## config.mk

```make
export PLATFORM = sky130hd
export DESIGN_NAME = uart_rx_param
export DESIGN_NICKNAME = d
export VERILOG_FILES = /design/src/rtl/uart_rx_param.sv
export SDC_FILE = /design/constraint.sdc
export NUM_CORES = 1
export LEC_CHECK = 0
export ABC_AREA = 1
export BUFFER_PORTS_ARGS = -buffer_cell sky130_fd_sc_hd__buf_4
export CORE_AREA = 2 2 68 70
export CTS_BUF_LIST = sky130_fd_sc_hd__clkbuf_16
export DETAILED_ROUTE_END_ITERATION = 10
export DIE_AREA = 0 0 70 72
export PLACE_DENSITY = 0.63
export SLEW_MARGIN = 10
export SYNTH_ARGS = -nofsm -noshare
export SYNTH_HDL_FRONTEND = slang
export SYNTH_SLANG_ARGS = --single-unit
```

## constraint.sdc

```tcl
create_clock -name clock -period 3.35 [get_ports clock]
set_input_delay 0.5025 -clock clock [delete_from_list [all_inputs] [get_ports clock]]
set_output_delay 0.5025 -clock clock [all_outputs]
set_load 0.05 [all_outputs]
```

## src/rtl/uart_rx_param.sv

```systemverilog
// Parametrised UART receiver: 2-flop synchroniser, 3-sample majority vote, ready/valid output.
// Optional parity checking is enabled by defining UART_RX_PARITY_EN (sense set by PARITY_ODD).
module uart_rx_param #(
  parameter int unsigned CLKS_PER_BIT = 1250,
  parameter int unsigned DATA_BITS    = 8,
  parameter int unsigned STOP_BITS    = 1
`ifdef UART_RX_PARITY_EN
  , parameter bit        PARITY_ODD   = 1'b0
`endif
) (
  input  logic                 clock,
  input  logic                 reset,
  input  logic                 rx,
  output logic [DATA_BITS-1:0] o_rdat,
  output logic                 data_valid,
  input  logic                 data_ready,
  output logic                 frame_err,
  output logic                 parity_err,
  output logic                 overrun
);

  localparam int unsigned HALF  = (CLKS_PER_BIT - 1) / 2;
  localparam int unsigned CNT_W = $clog2(CLKS_PER_BIT);
  localparam int unsigned BIT_W = $clog2(DATA_BITS);

  typedef enum logic [2:0] {
    S_IDLE,
    S_START,
    S_DATA,
    S_PARITY,
    S_STOP
  } state_e;

  state_e               state_q, state_d;
  logic                 sync1_q, sync2_q, prev_q;
  logic [CNT_W-1:0]     cnt_q, cnt_d;
  logic [BIT_W-1:0]     bit_q, bit_d;
  logic [1:0]           samp_q, samp_d;
  logic [DATA_BITS-1:0] shift_q, shift_d;
  logic                 ferr_acc_q, ferr_acc_d;
  logic [DATA_BITS-1:0] rdat_q, rdat_d;
  logic                 valid_q, valid_d;
  logic                 frame_err_q, frame_err_d;
  logic                 overrun_q, overrun_d;
`ifdef UART_RX_PARITY_EN
  logic                 par_acc_q, par_acc_d;
  logic                 perr_acc_q, perr_acc_d;
  logic                 parity_err_q, parity_err_d;
`endif

  logic start_edge_c, vote_pt_c, wrap_c, vote_c, commit_c, accept_c;

  // Synchroniser plus one history flop for falling-edge detection
  always_ff @(posedge clock or negedge reset) begin
    if (!reset) begin
      sync1_q <= 1'b1;
      sync2_q <= 1'b1;
      prev_q  <= 1'b1;
    end else begin
      sync1_q <= rx;
      sync2_q <= sync1_q;
      prev_q  <= sync2_q;
    end
  end

  assign start_edge_c = prev_q & ~sync2_q;
  assign vote_pt_c    = (cnt_q == CNT_W'(HALF + 1));
  assign wrap_c       = (cnt_q == CNT_W'(CLKS_PER_BIT - 1));
  // Third sample is the live synchronised value at HALF+1
  assign vote_c       = (samp_q[0] & samp_q[1]) | (samp_q[0] & sync2_q) | (samp_q[1] & sync2_q);
  assign accept_c     = valid_q & data_ready;

  // Next-state, datapath and output-register logic
  always_comb begin
    state_d     = state_q;
    cnt_d       = wrap_c ? '0 : cnt_q + CNT_W'(1);
    bit_d       = bit_q;
    samp_d      = samp_q;
    shift_d     = shift_q;
    ferr_acc_d  = ferr_acc_q;
    rdat_d      = rdat_q;
    valid_d     = valid_q;
    frame_err_d = frame_err_q;
    overrun_d   = overrun_q;
    commit_c    = 1'b0;
`ifdef UART_RX_PARITY_EN
    par_acc_d    = par_acc_q;
    perr_acc_d   = perr_acc_q;
    parity_err_d = parity_err_q;
`endif

    if (cnt_q == CNT_W'(HALF - 1)) samp_d[0] = sync2_q;
    if (cnt_q == CNT_W'(HALF))     samp_d[1] = sync2_q;

    case (state_q)
      S_IDLE: begin
        cnt_d = '0;
        if (start_edge_c) begin
          state_d    = S_START;
          bit_d      = '0;
          ferr_acc_d = 1'b0;
`ifdef UART_RX_PARITY_EN
          par_acc_d  = 1'b0;
          perr_acc_d = 1'b0;
`endif
        end
      end
      S_START: begin
        if (vote_pt_c && vote_c) state_d = S_IDLE;
        else if (wrap_c)         state_d = S_DATA;
      end
      S_DATA: begin
        if (vote_pt_c) begin
          shift_d = {vote_c, shift_q[DATA_BITS-1:1]};
`ifdef UART_RX_PARITY_EN
          par_acc_d = par_acc_q ^ vote_c;
`endif
        end
        if (wrap_c) begin
          if (bit_q == BIT_W'(DATA_BITS - 1)) begin
            bit_d = '0;
`ifdef UART_RX_PARITY_EN
            state_d = S_PARITY;
`else
            state_d = S_STOP;
`endif
          end else begin
            bit_d = bit_q + BIT_W'(1);
          end
        end
      end
`ifdef UART_RX_PARITY_EN
      S_PARITY: begin
        if (vote_pt_c) perr_acc_d = par_acc_q ^ vote_c ^ PARITY_ODD;
        if (wrap_c)    state_d = S_STOP;
      end
`endif
      S_STOP: begin
        if (vote_pt_c) begin
          if (!vote_c) ferr_acc_d = 1'b1;
          if (bit_q == BIT_W'(STOP_BITS - 1)) begin
            state_d  = S_IDLE;
            commit_c = 1'b1;
          end
        end else if (wrap_c) begin
          bit_d = bit_q + BIT_W'(1);
        end
      end
      default: state_d = S_IDLE;
    endcase

    if (commit_c) begin
      rdat_d      = shift_q;
      frame_err_d = ferr_acc_d;
      valid_d     = 1'b1;
`ifdef UART_RX_PARITY_EN
      parity_err_d = perr_acc_q;
`endif
      if (valid_q && !accept_c) overrun_d = 1'b1;
    end else if (accept_c) begin
      valid_d   = 1'b0;
      overrun_d = 1'b0;
    end
  end

  always_ff @(posedge clock or negedge reset) begin
    if (!reset) begin
      state_q     <= S_IDLE;
      cnt_q       <= '0;
      bit_q       <= '0;
      samp_q      <= '0;
      shift_q     <= '0;
      ferr_acc_q  <= 1'b0;
      rdat_q      <= '0;
      valid_q     <= 1'b0;
      frame_err_q <= 1'b0;
      overrun_q   <= 1'b0;
    end else begin
      state_q     <= state_d;
      cnt_q       <= cnt_d;
      bit_q       <= bit_d;
      samp_q      <= samp_d;
      shift_q     <= shift_d;
      ferr_acc_q  <= ferr_acc_d;
      rdat_q      <= rdat_d;
      valid_q     <= valid_d;
      frame_err_q <= frame_err_d;
      overrun_q   <= overrun_d;
    end
  end

`ifdef UART_RX_PARITY_EN
  always_ff @(posedge clock or negedge reset) begin
    if (!reset) begin
      par_acc_q    <= 1'b0;
      perr_acc_q   <= 1'b0;
      parity_err_q <= 1'b0;
    end else begin
      par_acc_q    <= par_acc_d;
      perr_acc_q   <= perr_acc_d;
      parity_err_q <= parity_err_d;
    end
  end
  assign parity_err = parity_err_q;
`else
  assign parity_err = 1'b0;
`endif

  assign o_rdat     = rdat_q;
  assign data_valid = valid_q;
  assign frame_err  = frame_err_q;
  assign overrun    = overrun_q;

endmodule
```

# After elaboration in Yosys (flattened, before gate mapping)
# Index checks and enable logic that the tools add are counted.
[totals]
regBits = 42
in_bits = 4
out_inout_bits = 12
wordCells = 79
[classes]
add_sub_neg = 2
eq_ne = 17
n_mux = 27
bitwise = 8
n_reduce_logical = 11
[op_table]
columns = ["op", "n"]
rows = [
  ["$mux W3", 12],
  ["$eq A11 B10 Y1 const B", 3],
  ["$mux W11", 2],
  ["$ne A2 B2 Y1 const B", 7],
  ["$pmux W3 S4", 1],
  ["$add A11 B1 Y11 const B", 1],
  ["$eq A11 B11 Y1 const B", 1],
  ["$mux W1", 10],
  ["$pmux W3 S3", 1],
  ["$eq A3 B3 Y1 const B", 2],
  ["$logic_not A3 Y1", 2],
  ["$reduce_and A6 Y1", 1],
  ["$and A1 B1 Y1", 5],
  ["$reduce_and A5 Y1", 1],
  ["$reduce_and A2 Y1", 2],
  ["$add A3 B1 Y3 const B", 1],
  ["$eq A3 B1 Y1 const B", 1],
  ["$eq A3 B2 Y1 const B", 1],
  ["$ne A3 B3 Y1 const B", 1],
  ["$reduce_bool A3 Y1", 1],
  ["$logic_and A1 B1 Y1", 2],
  ["$ne A2 B1 Y1 const B", 1],
  ["$or A1 B1 Y1", 2],
  ["$pmux W1 S2", 1],
  ["3 further kinds", 3],
]

# Longest topological paths before layout
# Gate-level depths: netlist (run 1).
[logic_depth]
depth_word = 6
ltp_mapped = 10
ltp_nobuf = 9

# Least setup slack after synthesis (run 1)
# OpenSTA, ideal clock, no wires.
[synth_path]
kind = "flip-flop to flip-flop"
startpoint = "register cnt_q[1]"
endpoint = "register frame_err_q, in the netlist frame_err"
setup_ps = 118
arrival_ps = 1338
required_ps = 3232
slack_ps = 1895
path_stages_with_launch = 11
n_path_buf = 1
period_less_slack_ps = 1455
path_cell_list = "dfrtp_1 inv_1 ha_1 nand2_2 nor2_1 nand3_2 nor2_4 inv_2 buf_6 nand2_1 nand2_1"
[synth_via]
elab_chain_cells = 3
elab_cells_between_ends = 5
cone_classes = "1 x eq/ne; 4 x mux"
[synth_lines]
columns = ["element", "line_no", "source"]
rows = [
  ["start, declared", "36", "logic [CNT_W-1:0] cnt_q, cnt_d;"],
  ["start signal, assigned", "180", "cnt_q <= cnt_d;"],
  ["$eq A11 B10 Y1 (*)", "67", "assign vote_pt_c = (cnt_q == CNT_W'(HALF + 1));"],
  ["$mux W1", "139", "if (vote_pt_c) begin"],
  ["$pmux W1 S2 / $mux W1 (equally long branches)", "95", "case (state_q)"],
  ["end signal, assigned", "187", "frame_err_q <= frame_err_d;"],
  ["end, declared", "43", "logic frame_err_q, frame_err_d;"],
]
# Mark *: on every way between the ends. The rest lies on a longest branch, timed or not.
# A chain may end at the register's enable or synchronous reset.

# Worst setup path after layout (run 1)
[layout_path]
startpoint = "register cnt_q[0]"
endpoint = "register cnt_q[10]"
[layout_via]
elab_chain_cells = 3
elab_cells_between_ends = 4
cone_classes = "1 x add/sub; 1 x eq/ne; 2 x mux"
[layout_lines]
columns = ["element", "line_no", "source"]
rows = [
  ["$add A11 B1 Y11 / $eq A11 B11 Y1 (equally long branches)", "76, 68", ""],
  ["$mux W11 (*)", "76", "cnt_d = wrap_c ? '0 : cnt_q + CNT_W'(1);"],
  ["$mux W11 (*)", "95", ""],
  ["via cnt_d[10]", "36", ""],
]
# Mark *: on every way through the listed nets, which the timed path passes. The rest lies on a longest branch.

==> results of run 1 <==
cell usage after synthesis, types with 2 or more instances:
cell type	number
nand2_1	59
xnor2_1	2
a21oi_1	7
nor2_1	21
nand4_1	4
ha_1	6
nor3b_1	2
o21ai_2	6
nor3_1	3
inv_1	36
buf_6	2
xor2_1	2
nand2_2	4
o21ai_1	5
inv_2	3
nand3_1	9
o21ai_0	11
nand3_2	2
nor2_2	2
dfrtp_1	39
dfstp_2	3
sequential cells by signal (all words and copies together), names as in the netlist, 2 cells and up:
| register | flops |
|---|---|
| bit_q | 3 |
| cnt_q | 11 |
| o_rdat | 8 |
| samp_q | 2 |
| shift_q | 8 |
| state_q | 3 |
cell type report:
type                    instances  area (sq um)  area share (%)
flip-flops and latches         42          1050            45.9
clock inverters                 3          25.0            1.09
inverters                      39           146            6.37
clock buffers                   5           125            5.44
repair buffers                 14           105            4.57
multi-input cells             150           777            33.8
well taps                      52          65.1            2.83
power by group:
part | switching, mW | total (mW) | internal [mW]
Combinational | 0.0918 | 0.145 | 0.0536
Clock | 0.207 | 0.487 | 0.280
Sequential | 0.0353 | 0.578 | 0.543
routing by layer:
metal,vias to the layer above,GRT usage (%),part of all wire (%)
li1,759,-,-
met1,668,21.2,49
met3,6,4.58,3.4
met2,16,24.7,46
met4,0,7.69,2.1
met5,-,0,0
logic make-up after synthesis:
group / after synthesis / share of synthesized area [%]
xor gates and xnor gates: 4 / 1.74
and+or+nand+nor: 108 / 23.9
buffers and inverters: 42 / 8.79
adders and majority gates: 6 / 3.74
other: 1 / 0.187
DFF: 42 / 52.5
AOI/OAI and AO/OA: 31 / 9.16
worst register-to-register path: cells and delay by family, from the launching register on:
family / cells / cell delay (ns)
AOI/OAI and AO/OA: 2 / 0.24
adders and majority gates: 1 / 0.19
buffers and inverters: 1 / 0.06
DFF: 1 / 0.42
and+or+nand+nor: 4 / 0.63
through the flow:
stage	power (mW)	instance area (sq um)	hold WS, ns
finish	1.21	2300	0.175
global route	1.28	2300	0.246
CTS	1.23	2300	0.217
detailed placement	0.732	2150	0.348
global placement	0.732	2150	0.346
floorplan	0.693	2010	0.207
cell usage in the layout (no fill, tap or decap), types with 3 or more instances in the layout:
cell type,instances
buf_4,14
inv_1,36
dfrtp_1,39
nand4_1,4
o21ai_1,5
dfstp_2,3
a21oi_1,7
nand2_2,4
o21ai_0,11
clkbuf_16,5
nand3_1,9
nand2_1,59
inv_2,3
o21ai_2,6
ha_1,6
nor2_1,21
nor3_1,3
worst min path at each step:
| stage | startpoint | endpoint | slack (ns) | cells past startpoint |
|---|---|---|---|---|
| floorplan | reset | bit_q[0]$_DFFE_PN0P_ | 0.21 | 0 |
| global placement | sync1_q$_DFF_PN1_ | sync2_q$_DFF_PN1_ | 0.35 | 0 |
| detailed placement | sync1_q$_DFF_PN1_ | sync2_q$_DFF_PN1_ | 0.35 | 0 |
| CTS | reset | cnt_q[5]$_DFF_PN0_ | 0.22 | 1 |
| global route | reset | cnt_q[10]$_DFF_PN0_ | 0.25 | 1 |
| finish | reset | cnt_q[8]$_DFF_PN0_ | 0.18 | 1 |
==> flow_metrics.tcl, run 1 <==
set metrics [dict create \
    status "finished, final reports clean" \
    synth.area.top_cells "dfrtp_1 (49%), nand2_1 (11%), inv_1 (6.7%)" \
    dp_slack_ns 1.76 \
    setup_ws_ns 1.71 \
    path_depth 8 \
    dieHeight_um 72 \
    synth_seq_cells 42 \
    syn_inst 234 \
    required_ns 3.52 \
    async_flop_share_pct 100 \
    n_antenna_cell 0 \
    reg2reg_to "cnt_q[10]$_DFF_PN0_" \
    crit_end "cnt_q[10]$_DFF_PN0_" \
    rsz0062_at_grt "false" \
    cts_sinks 42 \
    maxSlewHeadroom_pct 65.2 \
    setup.worst_path.start "cnt_q[0]$_DFF_PN0_" \
    core_area_sq_um 4260 \
    startpoint_type "flip-flop" \
    num_rows 24 \
    post-route-util_pct 53.9 \
    cts_tree "yes" \
    wl_per_cell_um 11.4 \
    hold_violations 0 \
    final_cells 305 \
    hold_class "primary input to asynchronous set/reset pin" \
    post-cts-setup-buffers 0 \
    cts.repair.resized 0 \
    timing.critical_path.fanout_max 5 \
    yosysTopAreaCell "dfrtp_1" \
    nets 262 \
    syn_nets 244 \
    routed_via_density 4.75 \
    timing.max_cap.violations 0 \
    htreeDepth 2 \
    path_cells "ha_1 > nand2_1 > nor2_1 > inv_1 > nor2_1 > nand3_1 > o21ai_0 > a21oi_1" \
    synth_cell_types 27 \
    slew_violations 0 \
    port_buffers 14 \
    grt_pass1_vias 1425 \
    max_stage_delay_ns 0.42 \
    cp_slowest_cell "dfrtp_1" \
    ys.flop_type "dfrtp_1" \
    initial_utilization_pct 47.1 \
    fin_crit_sh_pct 49.1 \
    syn_to_final_growth_pct 14.5 \
    cpMostUsedCell "nor2_1" \
    reg2regPathDepth 8 \
    cp-end-kind "flip-flop" \
    antenna_left 0 \
    finalClockSkew_ns 0.00260 \
    grt_usage_pct 16.1 \
    grt_overflow 0 \
    synth-edff-count 0 \
    drtIter0Drc 97 \
    dp.cells 297 \
    numCtsBuffers 5 \
    nFillCells 398 \
    ir_drop_mv 0.350 \
    syn_area_sq_um 2010 \
    crit_family "simple AND/OR/NAND/NOR gates" \
    tns_ns 0 \
    clockBufferDepth 2 \
    netlist.area_leader.share_pct 48.6 \
    setup_violations 0 \
    first_pass_iters 4 \
    fin_crit_ns 1.64 \
    clk_latency_ns 0.29 \
    timing.fmax_ghz 0.608 \
    ios 16 \
    cts_hold_buf 0 \
    dieWidth_um 70 \
    clkTransAtPathRegs_ns 0.06 \
    routed_wirelength_mm 3.47 \
    path_buf_inv 1 \
    grt_max_degree 43 \
    arrival_ns 1.82 \
    cts-root-buf "clkbuf_16" \
    drive_gt1_share_pct 17.8 \
    p_leak_nw 1.14 \
    vias 1449 \
    drc_errors 0 \
    place_hpwl_mm 2.41 \
    r2r_slack_ns 1.71 \
    gp_congestion 0.866 \
    grt_pass1_wl_mm 6.26 \
    ys_seq_area_share_pct 52.5 \
    antenna_found_initial 0 \
    ys.warnings.count 0 \
    worst_pin_slew_ns 0.522 \
    synth_area_per_cell_sq_um 8.58 \
    r2r-start "cnt_q[0]$_DFF_PN0_" \
    p_per_area_nw_per_um2 526 \
    crit_type "flip-flop to flip-flop" \
    die_area_sq_um 5040 \
]
Note: power is estimated with default switching activity, not from simulation.
==> inputs of run 2 (changes only) <==
- PLACE_DENSITY: 0.63 -> 0.65
- clock period: 3.35 -> 1.5 ns (I/O delays scaled with it)
==> flow_metrics.tcl, run 2 (synthesis gave the netlist of run 1 again) <==
set metrics [dict create \
    routed_wirelength_mm 3.64 \
    p_leak_nw 1.28 \
    cellInternalPower_mw 2.21 \
    top_register "cnt_q" \
    clkTransAtPathRegs_ns 0.06 \
    path_buf_inv 2 \
    max_stage_delay_ns 0.37 \
    num_rows 24 \
    rsz0062_at_grt "true" \
    wl_per_cell_um 11.3 \
    grt_pass1_vias 1461 \
    crit_family "simple AND/OR/NAND/NOR gates" \
    nets 279 \
    setup_ws_ns 0.0681 \
    clockBufferDepth 2 \
    cts-root-buf "clkbuf_16" \
    p_per_area_nw_per_um2 1170 \
    htreeDepth 2 \
    largest_reg_flops 11 \
    core_area_sq_um 4260 \
    dieHeight_um 72 \
    mostFrequentLayoutCell "nand2_1" \
    dp.cells 313 \
    grt_max_degree 43 \
    ir_drop_mv 1.45 \
    arrival_ns 1.60 \
    antenna_found_initial 0 \
    drc_errors 0 \
    first_pass_iters 4 \
    vias 1517 \
    crit_type "flip-flop to flip-flop" \
    die_area_sq_um 5040 \
    initial_utilization_pct 47.1 \
    worst_pin_slew_ns 0.519 \
    timing.critical_path.fanout_max 18 \
    antenna_left 0 \
    grt_overflow 0 \
    status "finished, final reports clean" \
    cp_slowest_cell "dfrtp_1" \
    fin_crit_ns 1.43 \
    final_cells 322 \
    fin_crit_sh_pct 95.5 \
    setup_violations 0 \
    power_frac_comb_pct 16.8 \
    timing.fmax_ghz 0.698 \
    port_buffers 14 \
    p_switching_mw 0.749 \
    gp_congestion 0.803 \
    final_cell_mix "nand2_1 (58), dfrtp_1 (39), inv_1 (36), buf_4 (30), nor2_1 (16)" \
    nFillCells 384 \
    place_hpwl_mm 2.63 \
    timing.max_cap.violations 0 \
    dieWidth_um 70 \
    dp_slack_ns -0.0340 \
    maxSlewHeadroom_pct 65.4 \
    p_seq_share_pct 42.9 \
    finalClockSkew_ns 0.00637 \
    grt_usage_pct 16.2 \
    hold_violations 0 \
    n_antenna_cell 0 \
    cp-end-kind "flip-flop" \
    cts_sinks 42 \
    required_ns 1.67 \
    swShare_pct 25.3 \
    slew_violations 0 \
    ios 16 \
    clock_power_share_pct 40.3 \
    routed_via_density 4.71 \
    clk_latency_ns 0.28 \
    post-route-util_pct 59.3 \
    path_cells "inv_1 > ha_1 > nand2_2 > nor2_4 > nand3_2 > nor2_4 > inv_6 > nand2_1 > o21ai_0" \
    drive_gt1_share_pct 27.8 \
    syn_to_final_growth_pct 25.9 \
    hold_class "primary input to flip-flop" \
    drtIter0Drc 81 \
    grt_pass1_wl_mm 6.33 \
    cpMostUsedCell "nor2_4" \
    startpoint_type "flip-flop" \
    numCtsBuffers 5 \
    cts_tree "yes" \
]
## run 2: changes by cell type in the layout (fill, tap and decap cells not counted), sizes merged
cell	before	now
buf	14	30
bufinv	0	1
clkinv	1	0
dlygate4sd3	0	1
## run 2: metal layers
layer | share of wire [%] | vias to the layer above | GRT usage [%] | routed length [um]
li1 | - | 800 | - | -
met1 | 47 | 704 | 21.0 | 1720
met2 | 49 | 7 | 26.2 | 1780
met3 | 2.2 | 6 | 4.17 | 81
met4 | 1.8 | 0 | 6.41 | 65
met5 | 0 | - | 0 | 0
## run 2: area by class of cell
cell class | instances | area (sq um) | area share (%)
Sequential cell | 42 | 1050 | 41.7
Clock inverter | 3 | 41.3 | 1.63
Tap cell | 52 | 65.1 | 2.57
Inverter | 39 | 151 | 5.99
Multi-Input combinational cell | 150 | 855 | 33.8
Timing Repair Buffer | 31 | 235 | 9.31
Clock buffer | 5 | 125 | 4.95
## run 2: path summary, 6_finish.rpt
check | startpoint | to | slack, ns | cells past startpoint
min in group asynchronous | reset | shift_q[5]$_DFFE_PN0P_ | 0.47 | 2
worst max-delay path | cnt_q[1]$_DFF_PN0_ | o_rdat[1]$_DFFE_PN0P_ | 0.07 | 9
worst max register to register | cnt_q[1]$_DFF_PN0_ | o_rdat[1]$_DFFE_PN0P_ | 0.07 | 9
worst min register to register | sync1_q$_DFF_PN1_ | sync2_q$_DFF_PN1_ | 0.36 | 0
max in group asynchronous | reset | sync2_q$_DFF_PN1_ | 0.66 | 2
worst min-delay path | rx | sync1_q$_DFF_PN1_ | 0.04 | 1
## run 2: what timing repair did
action                                  CTS  global route
hold buffers                              1             0
gates resized for setup                   3            21
endpoints found under the hold margin    39             0
setup buffers                             0             0
endpoints found under the setup margin    9            26
pin swaps                                 0             3
## run 2: power groups by stage
stage / clock, mW / combinational (mW) / sequential (mW)
floorplan: 0 / 0.254 / 1.29
global placement: 0 / 0.444 / 1.29
detailed placement: 0 / 0.451 / 1.29
CTS: 1.22 / 0.458 / 1.27
global route: 1.27 / 0.560 / 1.28
finish: 1.19 / 0.498 / 1.27
## run 2: through the flow
step / setup TNS, ns / total power, mW / hold WS [ns] / instance area, sq um
floorplan: 0 / 1.55 / -0.0706 / 2010
global placement: -0.00434 / 1.73 / 0.239 / 2270
detailed placement: -0.0926 / 1.74 / 0.243 / 2270
CTS: 0 / 2.95 / 0.0387 / 2450
global route: -0.452 / 3.11 / 0.0394 / 2530
finish: 0 / 2.96 / 0.0444 / 2530
==> inputs of run 3 (changes only) <==
- CORE_AREA: 2 2 68 70 -> 2 2 58 82
- DIE_AREA: 0 0 70 72 -> 0 0 60 84
- SLEW_MARGIN: 10 -> unset
==> flow_metrics.tcl, run 3 (synthesis gave the netlist of run 1 again) <==
set metrics [dict create \
    worst_pin_slew_ns 0.516 \
    slew_violations 0 \
    p_leak_nw 1.28 \
    largest_reg_flops 11 \
    startpoint_type "flip-flop" \
    die_area_sq_um 5040 \
    first_pass_iters 4 \
    grt_pass1_vias 1617 \
    antenna_left 0 \
    grt_max_degree 43 \
    core_area_sq_um 4390 \
    grt_usage_pct 17.3 \
    antenna_found_initial 0 \
    worstHoldStart "rx" \
    crit_type "flip-flop to flip-flop" \
    hold_path_depth 1 \
    syn_to_final_growth_pct 29.0 \
    port_buffers 14 \
    ios 16 \
    timing.max_cap.violations 0 \
    cts_tree "yes" \
    htreeDepth 2 \
    drtIter0Drc 33 \
    r2r-start "cnt_q[8]$_DFF_PN0_" \
    dieHeight_um 84 \
    max_stage_delay_ns 0.42 \
    routed_wirelength_mm 3.92 \
    required_ns 1.67 \
    cp-end-kind "flip-flop" \
    timing.fmax_ghz 0.691 \
    r2r_slack_ns 0.05 \
    reg2regPathDepth 7 \
    numCtsBuffers 5 \
    setup_violations 0 \
    path_cells "nor3_2 > nand3_4 > buf_4 > nand3_1 > nand3_1 > nand2_1 > nand2_1" \
    p_per_area_nw_per_um2 1240 \
    timing.critical_path.fanout_max 5 \
    dp.cells 321 \
    grt_pass1_wl_mm 6.71 \
    crit_family "simple AND/OR/NAND/NOR gates" \
    final_cell_mix "nand2_1 (57), dfrtp_1 (37), inv_1 (34), buf_4 (28), nor2_1 (14)" \
    dp_slack_ns -0.0522 \
    vias 1563 \
    num_rows 29 \
    arrival_ns 1.62 \
    nFillCells 362 \
    mostFrequentLayoutCell "nand2_1" \
    initial_utilization_pct 45.7 \
    clockBufferDepth 2 \
    cp_slowest_cell "dfrtp_1" \
    clk_latency_ns 0.28 \
    drive_gt1_share_pct 29.5 \
    nets 277 \
    clkTransAtPathRegs_ns 0.06 \
    gp_congestion 0.800 \
    hold_violations 0 \
    wl_per_cell_um 11.9 \
    holdPathEnd "sync1_q$_DFF_PN1_" \
    maxSlewHeadroom_pct 65.6 \
    ir_drop_mv 0.722 \
    place_hpwl_mm 2.68 \
    dieWidth_um 60 \
    status "finished, final reports clean" \
    final_cells 330 \
    finalClockSkew_ns 0.00706 \
    routed_via_density 4.74 \
    post-cts-setup-buffers 0 \
    fin_crit_sh_pct 96.5 \
    drc_errors 0 \
    cts-root-buf "clkbuf_16" \
    reg2reg_to "state_q[1]$_DFFE_PN0P_" \
    fin_crit_ns 1.45 \
    rsz0062_at_grt "true" \
    setup_ws_ns 0.0522 \
    top_register "cnt_q" \
    n_antenna_cell 0 \
    hold_class "primary input to flip-flop" \
    cts_sinks 42 \
    grt_overflow 0 \
    path_buf_inv 1 \
]
-- run 3: repair_timing --
item,4_1_cts,5_1_grt
hold buffers,1,0
pin swaps,0,4
endpoints found under the setup margin,15,29
hold endpoints to repair,39,0
resized for setup,4,32
-- run 3: per-layer routing --
metal  routed length (um)  up-vias  track usage (%)
met5                    0        -                0
met4                   63        0             6.67
met3                   96        8             4.03
met2                 2090       19             29.1
met1                 1670      746             20.8
li1                     -      790                -
-- run 3: area by class of cell --
class | count | area [sq um] | area share [%]
timing repair buffer | 29 | 220 | 8.50
clock buffer | 5 | 125 | 4.83
tap | 62 | 77.6 | 3.00
clock inverter | 3 | 63.8 | 2.46
multi-input combinational | 150 | 895 | 34.5
sequential | 42 | 1060 | 40.8
inverter | 39 | 151 | 5.85
-- run 3: report_power, final --
part / internal, mW / total [mW] / switching, mW
Combinational: 0.230 / 0.527 / 0.297
Sequential: 1.22 / 1.31 / 0.0927
Clock: 0.947 / 1.37 / 0.419
Total: 2.40 / 3.20 / 0.809
-- run 3: worst max-delay path by stage --
stage | end | cells past startpoint | from
6_report | state_q[1]$_DFFE_PN0P_ | 7 | cnt_q[8]$_DFF_PN0_
3_3_place_gp | o_rdat[1]$_DFFE_PN0P_ | 9 | cnt_q[1]$_DFF_PN0_
4_1_cts | shift_q[1]$_DFFE_PN0P_ | 6 | cnt_q[1]$_DFF_PN0_
5_1_grt | cnt_q[6]$_DFF_PN0_ | 9 | cnt_q[1]$_DFF_PN0_
3_5_place_dp | o_rdat[4]$_DFFE_PN0P_ | 9 | cnt_q[1]$_DFF_PN0_
2_1_floorplan | frame_err$_DFFE_PN0P_ | 10 | cnt_q[1]$_DFF_PN0_
-- run 3: stage by stage --
step	TNS, ns	util [%]	power, mW	hold WS, ns	area [sq um]
final	0	59.0	3.20	0.0522	2590
after global routing	-0.190	59.0	3.36	0.0469	2590
after CTS	-0.00661	56.3	3.11	0.0481	2470
after detailed placement	-0.366	51.6	1.73	0.245	2270
after global placement	-0.0939	51.6	1.71	0.241	2270
after floorplan	0	-	1.55	-0.0706	2010
